[config.mk]
export PLATFORM = sky130hd
export DESIGN_NAME = exibe_sequencia_ctrl
export DESIGN_NICKNAME = d
export VERILOG_FILES = /design/src/rtl/exibe_sequencia_ctrl.sv
export SDC_FILE = /design/constraint.sdc
export NUM_CORES = 1
export LEC_CHECK = 0
export ABC_AREA = 1
export BUFFER_PORTS_ARGS = -buffer_cell sky130_fd_sc_hd__clkbuf_2
export CAP_MARGIN = 0
export CORE_UTILIZATION = 52
export CTS_BUF_LIST = sky130_fd_sc_hd__clkbuf_16
export DETAILED_ROUTE_END_ITERATION = 8
export GPL_TIMING_DRIVEN = 0
export PLACE_DENSITY = 0.79
export SYNTH_ARGS = -nofsm -noshare
export SYNTH_HDL_FRONTEND = slang
export SYNTH_SLANG_ARGS = --single-unit
[constraint.sdc]
create_clock -name clock -period 1.3 [get_ports clock]
set_input_delay 0.325 -clock clock [delete_from_list [all_inputs] [get_ports clock]]
set_output_delay 0.325 -clock clock [all_outputs]
set_load 0.005 [all_outputs]
[src/rtl/exibe_sequencia_ctrl.sv]
// -----------------------------------------------------------------------------
// exibe_sequencia_ctrl
//
// Plays back the stored move sequence of the memory game. When iniciar is
// seen in the idle state, the controller walks the sequence memory from
// address 0 up to the latched round index. Each entry is lit for T_ON cycles
// and then blanked for T_OFF cycles. After the last entry it pulses
// fim_exibicao for one cycle and returns to idle.
//
// Parameters:
//   T_ON          cycles each entry is lit   (1..65535)
//   T_OFF         cycles of blank gap        (1..65535)
//
// Ports:
//   clock         system clock, rising edge
//   reset         asynchronous, active-high
//   iniciar       start request, only honoured in idle
//   cancelar      abort, wins over everything except reset
//   rodada        index of the last entry to show, latched at start
//   dado_memoria  combinational read data for address endereco
//   endereco      sequence memory address
//   leds          LED pattern being shown
//   exibindo      high while playback is in progress
//   fim_exibicao  one-cycle pulse when playback completes
//   db_estado     debug state code (7 = illegal encoding)
// -----------------------------------------------------------------------------
module exibe_sequencia_ctrl #(
    parameter int unsigned T_ON  = 500,
    parameter int unsigned T_OFF = 250
) (
    input  logic       clock,
    input  logic       reset,
    input  logic       iniciar,
    input  logic       cancelar,
    input  logic [3:0] rodada,
    input  logic [3:0] dado_memoria,
    output logic [3:0] endereco,
    output logic [3:0] leds,
    output logic       exibindo,
    output logic       fim_exibicao,
    output logic [2:0] db_estado
);

    // Terminal counts; the timer runs 0..N-1 so a phase lasts exactly N cycles.
    localparam logic [15:0] TOnLast  = 16'(T_ON - 1);
    localparam logic [15:0] TOffLast = 16'(T_OFF - 1);

    // Encodings double as the debug codes shown on db_estado.
    typedef enum logic [2:0] {
        StOcioso  = 3'd0,
        StCarrega = 3'd1,
        StAcende  = 3'd2,
        StApaga   = 3'd3,
        StAvanca  = 3'd4,
        StFim     = 3'd5
    } estado_e;

    estado_e     estado_q, estado_d;
    logic [3:0]  endereco_q, endereco_d;
    logic [15:0] timer_q, timer_d;
    logic [3:0]  leds_q, leds_d;
    logic [3:0]  rodada_q, rodada_d;

    // -------------------------------------------------------------------------
    // State and datapath registers
    // -------------------------------------------------------------------------
    always_ff @(posedge clock or posedge reset) begin
        if (reset) begin
            estado_q   <= StOcioso;
            endereco_q <= 4'd0;
            timer_q    <= 16'd0;
            leds_q     <= 4'd0;
            rodada_q   <= 4'd0;
        end else begin
            estado_q   <= estado_d;
            endereco_q <= endereco_d;
            timer_q    <= timer_d;
            leds_q     <= leds_d;
            rodada_q   <= rodada_d;
        end
    end

    // -------------------------------------------------------------------------
    // Next-state and datapath update
    // -------------------------------------------------------------------------
    always_comb begin
        estado_d   = estado_q;
        endereco_d = endereco_q;
        timer_d    = timer_q;
        leds_d     = leds_q;
        rodada_d   = rodada_q;

        case (estado_q)
            StOcioso: begin
                if (iniciar) begin
                    rodada_d   = rodada;
                    endereco_d = 4'd0;
                    estado_d   = StCarrega;
                end
            end

            StCarrega: begin
                leds_d   = dado_memoria;
                timer_d  = 16'd0;
                estado_d = StAcende;
            end

            StAcende: begin
                if (timer_q == TOnLast) begin
                    timer_d  = 16'd0;
                    estado_d = StApaga;
                end else begin
                    timer_d = timer_q + 16'd1;
                end
            end

            StApaga: begin
                if (timer_q == TOffLast) begin
                    timer_d  = 16'd0;
                    estado_d = (endereco_q == rodada_q) ? StFim : StAvanca;
                end else begin
                    timer_d = timer_q + 16'd1;
                end
            end

            // Cannot wrap: the walk stops once endereco matches rodada_q <= 15.
            StAvanca: begin
                endereco_d = endereco_q + 4'd1;
                estado_d   = StCarrega;
            end

            StFim: begin
                estado_d = StOcioso;
            end

            default: begin
                estado_d   = StOcioso;
                endereco_d = 4'd0;
                timer_d    = 16'd0;
                leds_d     = 4'd0;
            end
        endcase

        // Abort overrides whatever the state decided, including a start in idle.
        if (cancelar) begin
            estado_d   = StOcioso;
            endereco_d = 4'd0;
            timer_d    = 16'd0;
            leds_d     = 4'd0;
            rodada_d   = rodada_q;
        end
    end

    // -------------------------------------------------------------------------
    // Moore outputs, decoded from registered state only
    // -------------------------------------------------------------------------
    always_comb begin
        endereco     = endereco_q;
        leds         = 4'd0;
        exibindo     = 1'b0;
        fim_exibicao = 1'b0;
        db_estado    = estado_q;

        case (estado_q)
            StOcioso: begin
                endereco = 4'd0;
            end
            StCarrega: begin
                exibindo = 1'b1;
            end
            StAcende: begin
                leds     = leds_q;
                exibindo = 1'b1;
            end
            StApaga: begin
                exibindo = 1'b1;
            end
            StAvanca: begin
                exibindo = 1'b1;
            end
            StFim: begin
                fim_exibicao = 1'b1;
            end
            default: begin
                endereco  = 4'd0;
                db_estado = 3'd7;
            end
        endcase
    end

endmodule
==> results.toml <==
[clock_tree]
cts_tree = "built"
cts_made_buffers = 5
numClockSinks = 31
cts_root_buf = "clkbuf_16"
clk_latency_ps = 270
h-tree-depth = 2
clock_path_buffers = 2
clkTransAtPathRegs_ps = 50

[pwr]
ir_drop_uv = 977
p_sw_frac = 0.378
leakage_nw = 1.27
p_int_mw = 2.45
p_comb_frac = 0.422
netSwitchingPower_mw = 1.49
powerDensity_mw_per_mm2 = 1510
p_seq_frac = 0.312
clkPwrFrac = 0.266

[sta]
tightestPinTransition_ps = 669
fin_ws_ps = -383
whs_ps = 131
finalCritPeriodShare = 1.29
post-route-min-period_ps = 1680
setup_violations = 40
tns_ps = -10790
finalMaxSlewViolations = 0
relSlewSlack = 0.553
rsz0062_at_grt = "true"
clock_skew_ps = 5.86
final-hold-violation-count = 0
max_freq_mhz = 594

[critical_path]
cp-startpoint = "timer_q[1]$_DFFE_PP0P_"
path_buf_inv = 3
crit_path_end = "timer_q[7]$_DFFE_PP0P_"
cp_data_required_time_ps = 1460
path_delay_family = "simple AND/OR/NAND/NOR gates"
cpPeakStageDelay_ps = 430
end_kind = "flop"
arrival_ps = 1840
worstPathMaxFanout = 8
crit_type = "flop to flop"
timing.rr.start = "timer_q[1]$_DFFE_PP0P_"
r2r_end = "timer_q[7]$_DFFE_PP0P_"
path_cells = "inv_2 -> ha_4 -> inv_2 -> nor2_2 -> nand2_1 -> nor2_1 -> nand2_1 -> nand2_2 -> nand3_4 -> clkinv_8 -> nor2_4"
worstRegToRegCells = 11
crit_slowest_cell = "dfrtp_1"
worst-path-stages = 11
reg2reg_slack_ps = -380
startpoint_type = "flop"

[synth]
synth_cell_type_count = 32
syn_area_mm2 = 0.00194
synthCells = 273
synth_warnings = 0
synth-edff-count = 0
synth_flop_cell = "dfrtp_1"
syn-num-nets = 288
async_flop_share = 1.00
ys_seq_area_frac = 0.401
synth_area_per_cell_um2 = 7.09
synth_seq_cells = 31

[floorplanning]
ios = 25
core_mm2 = 0.00344
fp-row-count = 21
die_x_um = 63.0
die_area_mm2 = 0.00397
start_util = 0.562
fp.dieH_um = 63.0

[drt]
via_per_inst = 5.50
detail-route-antenna-nets = 0
dr.first_iter.drc_count = 237
wl_um = 5140
vias = 2025
wire_per_inst_um = 14.0
drt-pass1-iter-count = 5
drc = 0

[layout]
final_layout_size_suffix_gt1_frac = 0.348
nets = 338
antenna_cells = 0
final.fill_count = 244
areaGrowthSynthToFinish_pct = 35.3
fin_util = 0.761

[global_route]
top_usage_layer = "met2"
grt_pass1_wl_um = 8110
grtUsageTotal = 0.267
grt_overflow_total = 0
grtUsageMet1 = 0.328
met3_usage = 0.0566
grt_pass1_vias = 1852
grt_max_degree = 32
met2_usage = 0.414
antenna_found_initial = 0

[outcome]
failed_checks = "setup timing"
status = "finished with violations"

[place]
gp_congestion = 0.860
post-dp-hpwl_um = 3030
io_buffers = 24

[job]
drv_cap = 0

[hold_path]
hp-class = "primary input to async pin"
[final cells by class]
type                            count  area [um2]  area share
Timing Repair Buffer               43         274       0.105
Clock buffer                        5         125      0.0478
Clock inverter                      1        3.75     0.00143
Sequential cell                    31         781       0.298
Buffer                              4        28.8      0.0110
Inverter                           48         204      0.0779
Tap cell                           46        57.6      0.0220
Multi-Input combinational cell    190        1140       0.437
[layout by cell type, fill, tap and decap left out, types with 3 or more instances in the layout]
cell | synthesis | routed
nand2_1 | 60 | 51
inv_1 | 43 | 37
nor2_1 | 49 | 33
dfrtp_1 | 31 | 27
clkbuf_2 | 0 | 22
nand3_1 | 22 | 19
buf_4 | 0 | 16
o21ai_0 | 15 | 11
nor2_2 | 0 | 9
nor2_4 | 1 | 8
nand2_2 | 3 | 8
inv_2 | 4 | 7
nand4_1 | 6 | 6
nand2_4 | 1 | 5
nor3_1 | 5 | 5
clkbuf_16 | 0 | 5
nand3_2 | 1 | 4
buf_6 | 1 | 4
a21oi_1 | 5 | 4
dfrtp_2 | 0 | 4
inv_4 | 1 | 3
xnor2_1 | 3 | 3
xor2_1 | 4 | 3
buf_2 | 1 | 3
o21ai_1 | 0 | 3
[kinds of logic (layout without fill, tap and decap cells)]
| family | Yosys count | in the layout | share of synthesized area |
|---|---|---|---|
| xor+xnor | 7 | 7 | 0.0317 |
| mux | 1 | 1 | 0.00582 |
| compound gates | 26 | 26 | 0.0776 |
| buf+inv | 52 | 101 | 0.109 |
| flops | 31 | 31 | 0.401 |
| fa+ha+maj | 3 | 3 | 0.0194 |
| simple gates | 153 | 153 | 0.356 |
[sequential cells by signal, summed over array words and instances (netlist names)]
name	cells
leds_q	4
estado_q	3
timer_q	16
rodada_q	4
endereco_q	4
[metal layers]
metal / up-vias / share of wire
li1: 953 / -
met1: 952 / 0.41
met2: 96 / 0.49
met3: 24 / 0.074
met4: 0 / 0.034
met5: - / 0
[worst reg2reg max path: stages, from the launching register on]
cell      delay, ps
dfrtp_1         430
inv_2           100
ha_4            130
inv_2            30
nor2_2           80
nand2_1          70
nor2_1          100
nand2_1         110
nand2_2         130
nand3_4         210
clkinv_8        150
nor2_4           40
[cells in the mapped netlist, drive strengths merged (2+ instances only)]
library cell | number | area, um2
dfrtp | 31 | 776
xor2 | 4 | 35.0
nor3 | 6 | 41.3
o21ai | 15 | 75.1
buf | 2 | 16.3
xnor2 | 3 | 26.3
nand4 | 6 | 37.5
ha | 3 | 37.5
nand3 | 24 | 138
inv | 48 | 183
nor2 | 50 | 195
o22ai | 3 | 18.8
nand2 | 64 | 255
a21oi | 6 | 41.3
[power groups by stage]
stage	combinational (mW)	sequential (mW)	clock, mW
2_1_floorplan	0.805	1.20	0
3_3_place_gp	1.03	1.22	0
3_5_place_dp	1.05	1.23	0
4_1_cts	1.38	1.21	1.06
5_1_grt	1.79	1.24	1.12
6_report	1.66	1.23	1.05
[worst min-delay path by stage]
| stage | endpoint | from |
|---|---|---|
| 6_report | timer_q[2]$_DFFE_PP0P_ | reset |
| 3_5_place_dp | rodada_q[1]$_DFFE_PP0P_ | rodada_q[1]$_DFFE_PP0P_ |
| 4_1_cts | rodada_q[2]$_DFFE_PP0P_ | rodada[2] |
| 2_1_floorplan | endereco_q[0]$_DFFE_PP0P_ | reset |
| 3_3_place_gp | rodada_q[2]$_DFFE_PP0P_ | rodada_q[2]$_DFFE_PP0P_ |
| 5_1_grt | timer_q[1]$_DFFE_PP0P_ | reset |
[timing repair]
action / 4_1_cts / 5_1_grt
pin swaps: 7 / 5
gates cloned: 0 / 0
hold buffers: 0 / 0
endpoints found under the setup margin: 41 / 69
setup buffers: 15 / 4
resized for setup: 20 / 49
hold endpoints to repair: 0 / 0
[through the flow]
step | setup slack (ps) | power, mW | instances | area (um2)
after floorplan | -35.2 | 2.01 | 273 | 1950
after global placement | -233 | 2.25 | 343 | 2130
after detailed placement | -248 | 2.28 | 343 | 2130
after CTS | -371 | 3.65 | 364 | 2430
after global routing | -446 | 4.14 | 368 | 2620
final | -383 | 3.94 | 368 | 2620
(Power assumes the default switching activity.)
